<file path="src/rtl/pyramid_color_controller.sv">
// Central Q*bert position sequencer and cube top-colour bitmap for the pyramid.
// Accepts a jump, waits for the move animation, then lands and colours or falls off.
module pyramid_color_controller #(
    parameter int ROWS   = 7,
    parameter int N_cube = ROWS * (ROWS + 1) / 2,
    parameter int RW     = $clog2(ROWS),
    parameter int IW     = $clog2(N_cube)
) (
    input  logic              clk,
    input  logic              reset,
    input  logic [2:0]        qbert_jump,
    input  logic              done_move,
    input  logic              restart,
    output logic [N_cube-1:0] top_color,
    output logic [RW-1:0]     qbert_row,
    output logic [RW-1:0]     qbert_col,
    output logic [IW-1:0]     cube_index,
    output logic              jump_ack,
    output logic              busy,
    output logic              fell,
    output logic              level_done
);

    localparam int SW = RW + 1;
    localparam logic signed [SW-1:0] ONE     = SW'(1);
    localparam logic signed [SW-1:0] MAX_ROW = SW'(ROWS - 1);

    typedef enum logic [2:0] {
        IDLE,
        MOVING,
        LAND,
        FALL,
        COMPLETE
    } state_t;

    state_t state;
    state_t state_nxt;

    logic signed [SW-1:0] cur_row;
    logic signed [SW-1:0] cur_col;
    logic signed [SW-1:0] nxt_row;
    logic signed [SW-1:0] nxt_col;
    logic                 jump_legal;
    logic                 nxt_off;

    logic [RW-1:0]        tgt_row;
    logic [RW-1:0]        tgt_col;
    logic                 tgt_off;

    logic [N_cube-1:0]    land_mask;
    logic [IW-1:0]        base [2**RW];

    // Row base offsets r*(r+1)/2 are elaboration-time constants.
    for (genvar g = 0; g < 2**RW; g++) begin : g_base
        assign base[g] = IW'(g * (g + 1) / 2);
    end

    always_comb begin
        cur_row    = $signed({1'b0, qbert_row});
        cur_col    = $signed({1'b0, qbert_col});
        nxt_row    = cur_row;
        nxt_col    = cur_col;
        jump_legal = 1'b1;
        case (qbert_jump)
            3'b001: nxt_row = cur_row - ONE;
            3'b010: begin
                nxt_row = cur_row - ONE;
                nxt_col = cur_col - ONE;
            end
            3'b011: nxt_row = cur_row + ONE;
            3'b100: begin
                nxt_row = cur_row + ONE;
                nxt_col = cur_col + ONE;
            end
            default: jump_legal = 1'b0;
        endcase
        // Any wrap past the top of the signed range lands negative and reads as off.
        nxt_off = nxt_row[SW-1] || (nxt_row > MAX_ROW) ||
                  nxt_col[SW-1] || (nxt_col > nxt_row);
    end

    assign land_mask = N_cube'(1) << cube_index;

    always_ff @(posedge clk or posedge reset) begin
        if (reset) begin
            state <= IDLE;
        end else begin
            state <= state_nxt;
        end
    end

    always_comb begin
        state_nxt = state;
        case (state)
            IDLE:     if (jump_legal) state_nxt = MOVING;
            MOVING:   if (done_move) state_nxt = tgt_off ? FALL : LAND;
            LAND:     state_nxt = (&(top_color | land_mask)) ? COMPLETE : IDLE;
            FALL:     if (restart) state_nxt = IDLE;
            COMPLETE: if (restart) state_nxt = IDLE;
            default:  state_nxt = IDLE;
        endcase
    end

    always_ff @(posedge clk or posedge reset) begin
        if (reset) begin
            top_color  <= N_cube'(1);
            qbert_row  <= '0;
            qbert_col  <= '0;
            cube_index <= '0;
            jump_ack   <= 1'b0;
            tgt_row    <= '0;
            tgt_col    <= '0;
            tgt_off    <= 1'b0;
        end else begin
            jump_ack <= 1'b0;
            case (state)
                IDLE: begin
                    if (jump_legal) begin
                        jump_ack <= 1'b1;
                        tgt_row  <= nxt_row[RW-1:0];
                        tgt_col  <= nxt_col[RW-1:0];
                        tgt_off  <= nxt_off;
                    end
                end
                MOVING: begin
                    if (done_move && !tgt_off) begin
                        qbert_row  <= tgt_row;
                        qbert_col  <= tgt_col;
                        cube_index <= base[tgt_row] + IW'(tgt_col);
                    end
                end
                LAND: top_color <= top_color | land_mask;
                FALL: begin
                    if (restart) begin
                        qbert_row  <= '0;
                        qbert_col  <= '0;
                        cube_index <= '0;
                    end
                end
                COMPLETE: begin
                    if (restart) begin
                        top_color  <= N_cube'(1);
                        qbert_row  <= '0;
                        qbert_col  <= '0;
                        cube_index <= '0;
                    end
                end
                default: ;
            endcase
        end
    end

    assign busy       = (state == MOVING) || (state == LAND);
    assign fell       = (state == FALL);
    assign level_done = (state == COMPLETE);

endmodule

</file>
<file path="config.mk">
export PLATFORM = sky130hd
export DESIGN_NAME = pyramid_color_controller
export DESIGN_NICKNAME = d
export VERILOG_FILES = /design/src/rtl/pyramid_color_controller.sv
export SDC_FILE = /design/constraint.sdc
export NUM_CORES = 1
export LEC_CHECK = 0
export ABC_CLOCK_PERIOD_IN_PS = 2800
export BUFFER_PORTS_ARGS = -buffer_cell sky130_fd_sc_hd__clkbuf_2
export CAP_MARGIN = 20
export CORE_MARGIN = 2
export CORE_UTILIZATION = 57
export CTS_BUF_LIST = sky130_fd_sc_hd__clkbuf_16
export DETAILED_ROUTE_END_ITERATION = 16
export PLACE_DENSITY = 0.89
export SLEW_MARGIN = 20
export SYNTH_ARGS = -nofsm -noshare
export SYNTH_HDL_FRONTEND = slang
export SYNTH_SLANG_ARGS = --single-unit
</file>
<file path="constraint.sdc">
create_clock -name clk -period 2.8 [get_ports clk]
set_input_delay 0.56 -clock clk [delete_from_list [all_inputs] [get_ports clk]]
set_output_delay 0.56 -clock clk [all_outputs]
set_load 0.02 [all_outputs]
</file>
After elaboration in Yosys (flattened, before gate mapping)
Memories as Yosys holds them, arrays and structs flattened.
Cells that the tools add are included.
{"block": "totals", "out_inout_bits": 43, "regBits": 50, "mem_bits_ro": 40, "wordCells": 74, "n_memories": 1}
{"name": "(no name shown)", "depth": 8, "word_bits": 5, "read_ports": 1, "rd_clocked_by_memory_dff": 0, "wr": 0, "line_no": "129", "source": "cube_index <= base[tgt_row] + IW'(tgt_col);"}
{"block": "classes", "n_shift": 1, "n_lt_le_gt_ge": 3, "n_addsub": 5, "n_eq_ne": 13, "reduce_logical": 18, "bitwise": 2, "mux": 22}
{"op": "one-hot mux 28 bit (2 select lines)", "n": 1}
{"op": "2-to-1 mux 28 bit", "n": 1}
{"op": "OR 28 bit", "n": 1}
{"op": "AND reduction 28 bit", "n": 1}
{"op": "<< shifter 1 x 5 -> 28 bit (first input constant)", "n": 1}
{"op": "2-to-1 mux 5 bit", "n": 4}
{"op": "2-to-1 mux 3 bit", "n": 6}
{"op": "one-hot mux 4 bit (2 select lines)", "n": 2}
{"op": "equality test 3 x 2 -> 1 bit (second input constant)", "n": 4}
{"op": "one-hot mux 3 bit (2 select lines)", "n": 2}
{"op": "one-hot mux 3 bit (4 select lines)", "n": 1}
{"op": "one-hot mux 5 bit (2 select lines)", "n": 1}
{"op": "adder 3 x 1 -> 4 bit (second input constant)", "n": 2}
{"op": "inequality test 2 bit (second input constant)", "n": 4}
{"op": "subtractor 3 x 1 -> 4 bit (second input constant)", "n": 2}
{"op": "equality test 3 x 1 -> 1 bit (second input constant)", "n": 2}
{"op": "equality test 3 bit (second input constant)", "n": 2}
{"op": "AND reduction 3 bit", "n": 2}
{"op": "OR reduction 2 bit", "n": 3}
{"op": "adder 5 x 3 -> 5 bit", "n": 1}
{"op": "greater-or-equal comparator 4 bit (second input constant)", "n": 1}
{"op": "> comparator 4 bit", "n": 1}
{"op": "> comparator 4 bit (second input constant)", "n": 1}
{"op": "logical OR 1 bit", "n": 4}
{"op": "9 further kinds", "n": 14}

Longest topological paths before layout
Gate-level depths: netlist (run 1).
{"block": "depth", "depth_word": 7, "depth_mapped": 14}

Worst setup path before layout (run 1)
No wires, ideal clock.
{"block": "synth_path", "kind": "input to register", "start": "in qbert_jump[0]", "end": "reg tgt_off", "path_slack_ps": 47, "path_buffers": 0, "cell_stages": 11, "t_arrival_ps": 2635, "path_cell_list": "nor3b_1 > a21oi_1 > fa_1 > mux2i_1 > ha_1 > nor2b_1 > o21ai_0 > a32oi_1 > a21oi_1 > a41oi_1 > a21o_1"}
{"block": "synth_between", "elab_chain_cells": 7}
{"element": "start: declaration", "line_no": "11", "source": "input logic [2:0] qbert_jump,"}
{"element": "equality test 3 bit, or another cell as far along", "line_no": "64", "source": "case (qbert_jump)"}
{"element": "OR reduction 2 bit (no source line)"}
{"element": "one-hot mux 4 bit (2 select lines)", "line_no": "64"}
{"element": "> comparator 4 bit", "line_no": "78", "source": "nxt_off = nxt_row[SW-1] || (nxt_row > MAX_ROW) ||"}
{"element": "logical OR 1 bit (2 in a row)", "line_no": "78"}
{"element": "logical OR 1 bit", "line_no": "79", "source": "nxt_col[SW-1] || (nxt_col > nxt_row);"}
{"element": "end signal: assignment", "line_no": "122", "source": "tgt_off <= nxt_off;"}
{"element": "end: declaration", "line_no": "48", "source": "logic tgt_off;"}
Parallel ways exist; a longest one is shown, timed or not.
A chain may end at the register's enable or synchronous reset.

Worst setup path after layout (run 1)
{"block": "layout_path", "start": "in qbert_jump[1]", "end": "reg tgt_off"}
The elaborated chain is that of the path after synthesis.

==> summary.txt, run 1 <==
Timing
  • Hold Fails Final Rpt: 0
  • TNS Setup: 0 ns
  • Hold Slack: 0.248 ns
  • Period utilisation layout: about 97%
  • Clk_skew: between 0.005 and 0.006 ns
  • Slew Limit Fails: 0
  • Final setup fails: 0
  • Slew HR: 51.3%
  • Tightest Pin Transition: 0.730 ns
  • Minimum clock period: 2.72 ns
  • Max Freq: 368 MHz

Pwr
  • Leak Pwr: 1.67 nW
  • Power Dens Cells: ~1100 nW/um^2
  • VDD IR-drop max: 0.647 mV

Routing
  • ANT nets after route: 0
  • Via count: 2844
  • Drt total wl: 8.00 mm
  • Number of DRC markers in iteration 0: 396
  • TritonRoute pass-1 iters: 5
  • Wire per inst: roughly 18 um
  • Routed vias/inst: 6.31
  • DRC: 0

Die
  • Die X: 77.4 um
  • # rows: 26
  • Die ar.: approximately 6000 um^2
  • Initial Utilization: 59.8%
  • Core Box Area: 5140 um^2
  • I/O pin count: 50
  • Height of the chip: 77.4 um

Synth
  • Syn Area/Cell: 9.31 um^2
  • Synth cell types: 54
  • Primary FF master, synth: dfrtp_1
  • Post-Synth Adder-Cell Area: 8.06%
  • #FFs+latches synth: 50
  • Post-synthesis compound-gate area fraction: 20.3%
  • Yosys warnings: 0
  • Ys async rst share: 100%
  • Mapped cell area: 3070 um^2
  • Sequential share of the synthesized area: 40.8%
  • Post-synth EDFFs: 0
  • Post-Synth Simple-Gate Area: between 20% and 30%
  • XOR/XNOR Fraction of Synth Area: 3.18%
  • Syn nets: 355
  • Mux contribution to synthesized area: 2.40%
  • Post-Syn Instances: 330
  • Largest family of logic cells by synthesized area: simple AND/OR/NAND/NOR gates

Global routing
  • Layer with the highest usage: met2
  • Global route total overflow: 0
  • Met3 Use GR: 5.81%
  • Vias in the first global route: 2680
  • Met1 Track Usage GR: 36.3%
  • Antenna violations before repair: 0
  • Largest net degree at the start of global routing: 30
  • GR Util met2: 42.8%
  • First-pass GRT wire length: 12.9 mm
  • Total Routing Usage GR: 27.0%

Run
  • Maxcap violations: 0

Clock tree
  • Clock tree from TritonCTS: built
  • # Post-CTS Setup Buffers: 0
  • Clk Tree Root Cell: clkbuf_16
  • H-tree depth: 2
  • Clk sinks: 50
  • Clock Pin Slew Worst Setup and Hold Paths: 0.06 ns
  • Total CTS buffers: 5
  • Largest buffer count on any clock path: 2
  • Clock insertion delay at the later pin of the skew report: 0.29 ns

Setup path
  • Maximum fanout along the worst path: 3
  • Worst setup EP type: flop
  • CP max stage cell: nor3b_4
  • Crit-path max cell delay: 0.27 ns
  • Setup Crit Path Kind: input port to flop
  • WP data arrival: 2.90 ns
  • CP Launch Type: input port
  • Worst endpoint required time: between 2 and 3 ns
  • Worst-path cell chain: clkbuf_2 > nor3b_4 > inv_2 > ha_1 > a21o_1 > a21oi_2 > mux2i_1 > or2_4 > inv_1 > ha_1 > nor2_1 > a32oi_1 > a21oi_1 > a41oi_1 > a21o_1

Finish
  • Fillers: 380
  • Layout cell share with drive strength beyond 1: 23.4%
  • Final #Nets: 405
  • Final cell count without fillers: 451
  • Antenna diodes: 0
  • Area Overhead vs Synth: 16.7%

Min path
  • Class of the worst hold path: input port to async pin

Place
  • IO buf count: slightly below 50
  • RD Place Congestion: 0.891
  • Cells after DPL: between 400 and 500
  • HPWL Detailed: 5.59 mm

Status
  • Status: completed
==> routing by layer <==
| metal | vias to the layer above | share of wire, % |
|---|---|---|
| li1 | 1278 | - |
| met5 | - | 0 |
| met2 | 184 | 48 |
| met1 | 1343 | 40 |
| met4 | 0 | 2.8 |
| met3 | 39 | 8.4 |
==> where the power goes <==
part           internal (mW)  switching, mW
Combinational          0.809           1.12
Sequential             0.957          0.412
Clock                  0.323          0.254
==> worst max-delay path: cells and delay by family <==
kind                     cells  cell delay [ns]
multiplexers                 1             0.22
buffers and inverters        3             0.24
adder cells (fa/ha/maj)      2             0.46
AND/OR/NAND/NOR              3             0.52
AO/OA/AOI/OAI                6             0.89
==> path summary, 6_finish.rpt <==
path	start	end	slack, ns	cells past startpoint
max	qbert_jump[1]	tgt_off	0.08	15
min	reset	top_color[8]	0.25	2
max reg2reg	qbert_col[0]	tgt_off	0.30	10
min reg2reg	tgt_row[0]	tgt_row[0]	0.53	2
max in group asynchronous	reset	top_color[0]	1.78	3
min in group clk	tgt_row[0]	tgt_row[0]	0.53	2
==> area by class of cell <==
| class | instances | area [um^2] | share of cell area (%) |
|---|---|---|---|
| Multi-Input combinational cell | 247 | 1710 | 47.7 |
| Sequential cell | 50 | 1250 | 34.9 |
| Timing Repair Buffer | 63 | 350 | 9.77 |
| Clock buffer | 5 | 125 | 3.49 |
| Tap cell | 70 | 87.6 | 2.44 |
| Inverter | 13 | 48.8 | 1.36 |
| Clock inverter | 3 | 12.5 | 0.349 |
==> registers in the layout (all words and copies together) (netlist names) <==
register    cells
tgt_col         3
cube_index      5
qbert_col       3
tgt_row         3
top_color      28
state           3
jump_ack        1
qbert_row       3
tgt_off         1
==> timing repair <==
action,4_1_cts,5_1_grt
hold buffers,0,0
resized for setup,0,7
setup endpoints to repair,0,1
==> cell usage in the layout (no fill, tap or decap), types with 3 or more instances in the layout <==
master      n
nand3_1     3
clkbuf_2   49
a21oi_1    26
and3_1      3
buf_4      14
a31oi_1     3
nand2b_1    4
inv_1      12
fa_1        3
ha_1       14
a21o_1      6
xnor2_1     5
nor2_1     27
nand4_1     3
nand3b_1    5
o21ai_0    17
mux2i_1     4
nand2_1    37
xor2_1      3
a22o_1     17
nor2b_1    11
o31ai_1     7
clkbuf_16   5
nor3_1      7
mux2_2      3
dfrtp_1    49
and3b_1     3
==> cells by family after synthesis <==
family / after synthesis
simple gates: 120
compound gates: 93
flops: 50
buf+inv: 33
fa+ha+maj: 18
xor+xnor: 9
mux: 7
==> per-stage QoR <==
step	util (%)	power (mW)	worst slack, ns	cell area (um^2)
4_1_cts	69.1	3.79	0.0551	3550
3_3_place_gp	66.4	3.10	-0.103	3410
6_report	69.8	3.87	0.0848	3590
5_1_grt	69.8	4.13	-0.0661	3590
3_5_place_dp	66.4	3.20	-0.226	3410
2_1_floorplan	-	2.64	0.0471	3070
==> cells in the mapped netlist, types with 6 or more instances <==
library cell  number  area [um^2]
a22o_1            17          149
a21o_1             6         45.0
o31ai_1            7         52.6
nor3_1             7         35.0
nor2_1            27          101
a21oi_1           28          140
clkbuf_1           9         33.8
dfrtp_1           49         1230
inv_1             13         48.8
nor2b_1           11         68.8
buf_2              8         40.0
ha_1              15          188
o21ai_0           17         85.1
nand2_1           37          139
No activity file was read; power rests on OpenSTA's default activity.
==> run 2, diff against run 1 <==
- RECOVER_POWER: not set -> 25
==> run 2 against run 1 <==
  * Non-clock buffer count did not move
  * Worst setup slack got worse by 0.0024 ns
  * Flip-flop and latch count did not move
  * Sequential share of layout area barely moved
  * Die area did not move
  * Sequential power barely moved
  * Critical endpoint unchanged
  * Largest power group unchanged
==> summary.txt, run 2 (synthesized netlist as in run 1, its figures left out) <==
Setup path
  • CP Launch Type: input port
  • Worst-path cell chain: clkbuf_2 > nor3b_4 > inv_2 > ha_1 > a21o_1 > a21oi_2 > mux2i_1 > or2_4 > inv_1 > ha_1 > nor2_1 > a32oi_1 > a21oi_1 > a41oi_1 > a21o_1
  • Maximum fanout along the worst path: 3 (unchanged)
  • Worst endpoint required time: 2.98 ns (about the same)
  • Buf+Inv Stages, Crit Path: 3 (unchanged)
  • Crit-path max cell delay: 0.27 ns (about the same)
  • Worst setup EP type: flop
  • Worst R2R Start: qbert_col[0]
  • Worst Setup SP: qbert_jump[1]
  • CP max stage cell: nor3b_4
  • Setup Crit Path Kind: input port to flop
  • WP data arrival: 2.90 ns (about the same)
  • Crit-path leading delay family: compound AO/OA/AOI/OAI gates

Pwr
  • Power Dens Cells: 1080 nW/um^2 (+0.13%)
  • VDD IR-drop max: 0.647 mV (about the same)
  • Leak Pwr: 1.67 nW (about the same)

Timing
  • Period utilisation layout: 97.1% (about the same)
  • PnR worst setup slack: 0.0823 ns (-0.00245 ns)
  • Hold Fails Final Rpt: 0 (unchanged)
  • Slew Limit Fails: 0 (unchanged)
  • Max Freq: 368 MHz (about the same)
  • Minimum clock period: 2.72 ns (+0.00245 ns)
  • Clk_skew: 0.00479 ns (-0.000228 ns)
  • Slew HR: 48.7% (-2.7 points)
  • Final setup fails: 0 (unchanged)
  • Hold Slack: 0.384 ns (+0.136 ns)
  • Tightest Pin Transition: 0.769 ns (+0.0389 ns)

Routing
  • TritonRoute pass-1 iters: 5 (unchanged)
  • DRC: 0 (unchanged)
  • Routed vias/inst: 6.26 (-0.67%)
  • Drt total wl: 8.06 mm (+0.79%)
  • Via count: 2825 (-0.67%)
  • Wire per inst: 17.9 um (+0.79%)
  • ANT nets after route: 0 (unchanged)
  • Number of DRC markers in iteration 0: 396 (unchanged)

Status
  • Status: completed

Run
  • Maxcap violations: 0 (unchanged)

Clock tree
  • Clock Pin Slew Worst Setup and Hold Paths: 0.06 ns (about the same)
  • Clock insertion delay at the later pin of the skew report: 0.29 ns (about the same)
  • H-tree depth: 2 (unchanged)
  • Clk sinks: 50 (unchanged)
  • Total CTS buffers: 5 (unchanged)
  • Clock tree from TritonCTS: built
  • Clk Tree Root Cell: clkbuf_16
  • Hold Buf Count CTS: 0 (unchanged)
  • Largest buffer count on any clock path: 2 (unchanged)

Finish
  • Antenna diodes: 0 (unchanged)
  • Most frequent cells in the layout: 50 x clkbuf_2, 49 x dfrtp_1, 37 x nand2_1, 27 x nor2_1, 26 x a21oi_1
  • Cell area after layout: 3580 um^2 (about the same)
  • Layout cell share with drive strength beyond 1: 23.1% (-0.26 points)
  • Largest register FFs: 28 (unchanged)
  • Sequential cell area: 1250 um^2 (unchanged)
  • Commonest non-fill, non-tap cell in the layout: clkbuf_2
  • Final #Nets: 405 (unchanged)
  • Top flop regs: top_color x28, cube_index x5
  • Area of the multi-input gates: 1710 um^2 (unchanged)
  • Fillers: 381 (+0.26%)
  • Largest register by flop count: top_color
  • Area Overhead vs Synth: 16.6% (about the same)

Die
  • I/O pin count: 50 (unchanged)
  • Die ar.: 5990 um^2 (unchanged)
  • Die X: 77.4 um (unchanged)
  • Height of the chip: 77.4 um (unchanged)
  • # rows: 26 (unchanged)
  • Initial Utilization: 59.8% (unchanged)
  • Core Box Area: 5140 um^2 (unchanged)

Global routing
  • Total Routing Usage GR: 27.0% (unchanged)
  • Vias in the first global route: 2680 (unchanged)
  • Global route total overflow: 0 (unchanged)
  • Largest net degree at the start of global routing: 30 (unchanged)
  • Antenna violations before repair: 0 (unchanged)
  • First-pass GRT wire length: 12.9 mm (unchanged)

Place
  • IO buf count: 49 (unchanged)
  • Area after DPL: 3410 um^2 (unchanged)
  • RD Place Congestion: 0.891 (unchanged)
  • HPWL Detailed: 5.59 mm (unchanged)
  • Worst slack at placement: -0.226 ns (unchanged)

Min path
  • Class of the worst hold path: input port to async pin
==> run 2: cell count changes in the layout (fill, tap and decap cells not counted), sizes merged <==
| cell | before | now |
|---|---|---|
| buf | 14 | 13 |
| clkbuf | 54 | 55 |
==> run 2: path summary, 6_finish.rpt <==
kind                                 to  slack [ns]  depth (start not counted)
max                             tgt_off        0.08                         15
min                        top_color[8]        0.38                          2
max reg2reg                     tgt_off        0.30                         10
min reg2reg                  tgt_row[0]        0.53                          2
max in group asynchronous      state[0]        1.24                          3
min in group clk             tgt_row[0]        0.53                          2
==> run 2: per-stage QoR <==
| step | total power, mW | instances | setup TNS (ns) | utilization, % |
|---|---|---|---|---|
| global route | 4.13 | 451 | -0.0661 | 69.7 |
| global placement | 3.10 | 443 | -0.103 | 66.4 |
| finish | 3.88 | 451 | 0 | 69.7 |
| detailed placement | 3.20 | 443 | -0.226 | 66.4 |
| CTS | 3.79 | 451 | 0 | 69.1 |
| floorplan | 2.64 | 330 | 0 | - |
==> run 2: metal layers <==
layer | vias up | part of all wire, % | track usage [%]
li1 | 1277 | - | -
met4 | 0 | 2.8 | 10.5
met5 | - | 0 | 0
met3 | 33 | 8.0 | 5.81
met2 | 169 | 49 | 42.8
met1 | 1346 | 41 | 36.3
==> run 2: area by class of cell <==
| class | instances | share of cell area (%) |
|---|---|---|
| sequential | 50 | 35.0 |
| multi-input combinational | 247 | 47.7 |
| timing repair buffer | 63 | 9.71 |
| inverter | 13 | 1.36 |
| tap | 70 | 2.44 |
| clock inverter | 3 | 0.349 |
| clock buffer | 5 | 3.49 |
==> run 2: where the power goes <==
group          switching [mW]  leakage [nW]  internal, mW
clock                   0.254        0.0724         0.323
sequential              0.419         0.605         0.957
combinational            1.12         0.997         0.809
total                    1.79          1.67          2.09
==> run 2: repair_timing <==
| action | 4_1_cts | 5_1_grt |
|---|---|---|
| gates resized for setup | 0 | 7 |
| buffers inserted | 0 | 0 |
| endpoints found under the setup margin | 0 | 1 |
==> run 2: worst register-to-register path, cell delays in order, from the launching register on <==
cell and delay, ns:
dfrtp_1 0.46, inv_1 0.10, fa_1 0.48, a21oi_1 0.24, ha_1 0.30, nor2b_1 0.14
o21ai_0 0.17, a32oi_1 0.08, a21oi_1 0.15, a41oi_1 0.11, a21o_1 0.18
==> run 3, diff against run 2 <==
- ABC_AREA: not set -> 1
==> run 3 against run 2 <==
  * Register-to-register slack better by 0.12 ns
  * Clock-buffer cell count did not move
  * Critical path depth increased by 4
  * Sequential share of layout area is 1.1 points lower
  * Non-clock buffer count down 12
  * Global-route usage decreased by 2.0 points
  * Sequential power fell by 19%
  * First-iteration DRC count fell by 28%
  * Highest routed layer unchanged
==> summary.txt, run 3 <==
Die
  • Initial Utilization: 59.3% (-0.50 points)
  • # rows: 27 (+3.8%)
  • Die X: 79.7 um (+2.9%)
  • Height of the chip: 79.7 um (+2.9%)
  • I/O pin count: 50 (unchanged)
  • Core Box Area: 5510 um^2 (+7.1%)
  • Die ar.: 6350 um^2 (+5.9%)

Place
  • IO buf count: 49 (unchanged)
  • HPWL Detailed: 5.56 mm (-0.49%)
  • RD Place Congestion: 0.906 (+1.7%)
  • Worst slack at placement: -0.105 ns (+0.121 ns)
  • Cells after DPL: 554 (+25%)

Clock tree
  • Clk sinks: 50 (unchanged)
  • Clock tree from TritonCTS: built
  • Clock Pin Slew Worst Setup and Hold Paths: 0.07 ns (about the same)
  • Clock insertion delay at the later pin of the skew report: 0.30 ns (about the same)
  • Largest buffer count on any clock path: 2 (unchanged)
  • Hold Buf Count CTS: 0 (unchanged)
  • H-tree depth: 2 (unchanged)
  • # Post-CTS Setup Buffers: 0 (unchanged)
  • Total CTS buffers: 5 (unchanged)
  • Clk Tree Root Cell: clkbuf_16
  • Post-cts resize count: 0 (unchanged)

Synth
  • Synth top cells by count: 116 x nand2_1, 89 x inv_1, 49 x dfrtp_1
  • Syn Area/Cell: 7.32 um^2 (-21%)
  • Primary FF master, synth: dfrtp_1
  • Synth area leader: dfrtp_1
  • Most common cell in the netlist: nand2_1
  • Syn nets: 471 (+33%)
  • #FFs+latches synth: 50 (unchanged)
  • Post-synth EDFFs: 0 (unchanged)
  • Ys async rst share: 100% (unchanged)
  • Yosys top cell area share: 37.6% (-2.3 points)
  • Mapped cell area: 3260 um^2 (+6.2%)
  • Synth top area cells: dfrtp_1 38%, nand2_1 13%, inv_1 10%
  • Sequential share of the synthesized area: 38.4% (-2.4 points)
  • Synth cell types: 37 (-31%)
  • Yosys warnings: 0 (unchanged)
  • Post-Syn Instances: 446 (+35%)

Status
  • Status: completed

Routing
  • Drt total wl: 7.28 mm (-9.7%)
  • Routed vias/inst: 5.40 (-14%)
  • Wire per inst: 13.0 um (-28%)
  • Number of DRC markers in iteration 0: 286 (-28%)
  • TritonRoute pass-1 iters: 9 (+4)
  • Via count: 3033 (+7.4%)
  • ANT nets after route: 0 (unchanged)
  • DRC: 0 (unchanged)

Pwr
  • Tot Pwr: 3.63 mW (-6.3%)
  • Power Dens Cells: 983 nW/um^2 (-9.1%)
  • Leak Pwr: 2.13 nW (+27%)
  • VDD IR-drop max: 0.581 mV (-10%)

Finish
  • Largest register by flop count: top_color
  • Largest register FFs: 28 (unchanged)
  • Final #Nets: 514 (+27%)
  • Area Overhead vs Synth: 13.2%
  • Layout cell share with drive strength beyond 1: 19.4% (-3.7 points)
  • Top flop regs: top_color x28, cube_index x5
  • Commonest non-fill, non-tap cell in the layout: nand2_1
  • Most frequent cells in the layout: 113 x nand2_1, 89 x inv_1, 50 x clkbuf_2, 49 x dfrtp_1, 43 x o21ai_0
  • Final cell count without fillers: 562 (+25%)
  • Antenna diodes: 0 (unchanged)

Setup path
  • Reg2Reg Depth: 11 (+1)
  • Worst setup EP type: flop
  • WP data arrival: 2.73 ns (-0.17 ns)
  • CP Launch Type: input port
  • Maximum fanout along the worst path: 5 (+2)
  • Worst endpoint required time: 2.98 ns (about the same)
  • Setup Crit Path Kind: input port to flop
  • R2R Path End: cube_index[4]
  • Worst R2R Start: tgt_row[1]
  • Flop-to-flop setup slack: 0.42 ns (+0.12 ns)

Timing
  • Max Freq: 392 MHz (+6.6%)
  • Slew HR: 37.1% (-12 points)
  • Hold Slack: 0.407 ns (+0.0229 ns)
  • Period utilisation layout: 91.1% (-6.0 points)
  • Final setup fails: 0 (unchanged)
  • RSZ-0062 raised after global routing: no
  • Tightest Pin Transition: 0.943 ns (+0.174 ns)
  • Slew Limit Fails: 0 (unchanged)
  • Hold Fails Final Rpt: 0 (unchanged)
  • Clk_skew: 0.00993 ns (+0.00515 ns)
  • Minimum clock period: 2.55 ns (-0.168 ns)
  • PnR worst setup slack: 0.250 ns (+0.168 ns)
  • TNS Setup: 0 ns (unchanged)

Global routing
  • Vias in the first global route: 2838 (+5.9%)
  • Largest net degree at the start of global routing: 31 (+3.3%)
  • Antenna violations before repair: 0 (unchanged)
  • Total Routing Usage GR: 25.0% (-2.0 points)
  • Global route total overflow: 0 (unchanged)
  • First-pass GRT wire length: 12.4 mm (-3.5%)

Min path
  • Class of the worst hold path: input port to async pin

Run
  • Maxcap violations: 0 (unchanged)
[run 3: changes by cell type in the layout (fill, tap and decap cells not counted), sizes merged, moves of 6 or more]
cell,previous run,this run
a21oi,28,8
buf,13,1
o21ai,17,57
inv,14,94
o31ai,7,1
nand3,3,26
nor2b,11,0
a21o,6,0
nand2,37,117
nand4,3,17
a22o,17,0
[run 3: worst max path at each step]
stage	from	slack (ns)	cells after the start	endpoint
after floorplan	qbert_jump[1]	0.22	18	tgt_off
after global placement	qbert_jump[1]	0.06	19	tgt_off
after detailed placement	qbert_jump[1]	-0.11	19	tgt_off
after CTS	qbert_jump[1]	0.20	19	tgt_off
after global routing	qbert_jump[1]	0.02	19	tgt_off
final	qbert_jump[1]	0.25	19	tgt_off
[run 3: per-stage QoR]
step	utilization, %	instance area (um^2)
5_1_grt	67.1	3700
4_1_cts	66.8	3680
2_1_floorplan	-	3260
6_report	67.1	3700
3_3_place_gp	64.1	3530
3_5_place_dp	64.1	3530
[run 3: layout make-up]
type	instances	area, um^2
Multi-Input combinational cell	287	1600
Inverter	94	353
Sequential cell	50	1250
Clock inverter	3	21.3
Timing Repair Buffer	51	258
Tap cell	72	90.1
Clock buffer	5	125
Fill cell	452	1810
[run 3: critical path, cell delays in order]
cell      delay [ns]
clkbuf_2        0.09
inv_1           0.08
nand2_2         0.08
nand2_2         0.07
nand2_2         0.11
fa_1            0.39
xor2_1          0.15
nand2_1         0.06
o21ai_0         0.11
inv_1           0.08
ha_1            0.32
nand2_1         0.07
nor2_1          0.04
o21bai_1        0.12
o21ai_0         0.09
nor2_1          0.09
nand2_1         0.07
nand2_1         0.07
nand3_1         0.07
[run 3: cell families (layout without fill, tap and decap cells)]
family,count (synthesis),after routing,synth area share [%]
simple gates,195,195,26.7
buf+inv,109,153,13.4
compound gates,70,70,12.9
flops,50,50,38.4
fa+ha+maj,18,18,7.59
xor+xnor,4,4,1.07
[run 3: power breakdown]
group	internal (mW)	leakage [nW]	switching [mW]
clock	0.331	0.0698	0.271
combinational	0.633	1.39	1.28
sequential	0.899	0.667	0.220
total	1.86	2.13	1.77
[run 3: layer usage]
layer  global-route usage, %  wire [um]
met5                       0          0
met4                    13.1        251
met3                    3.73        472
met2                    42.5       3570
met1                    30.5       2990
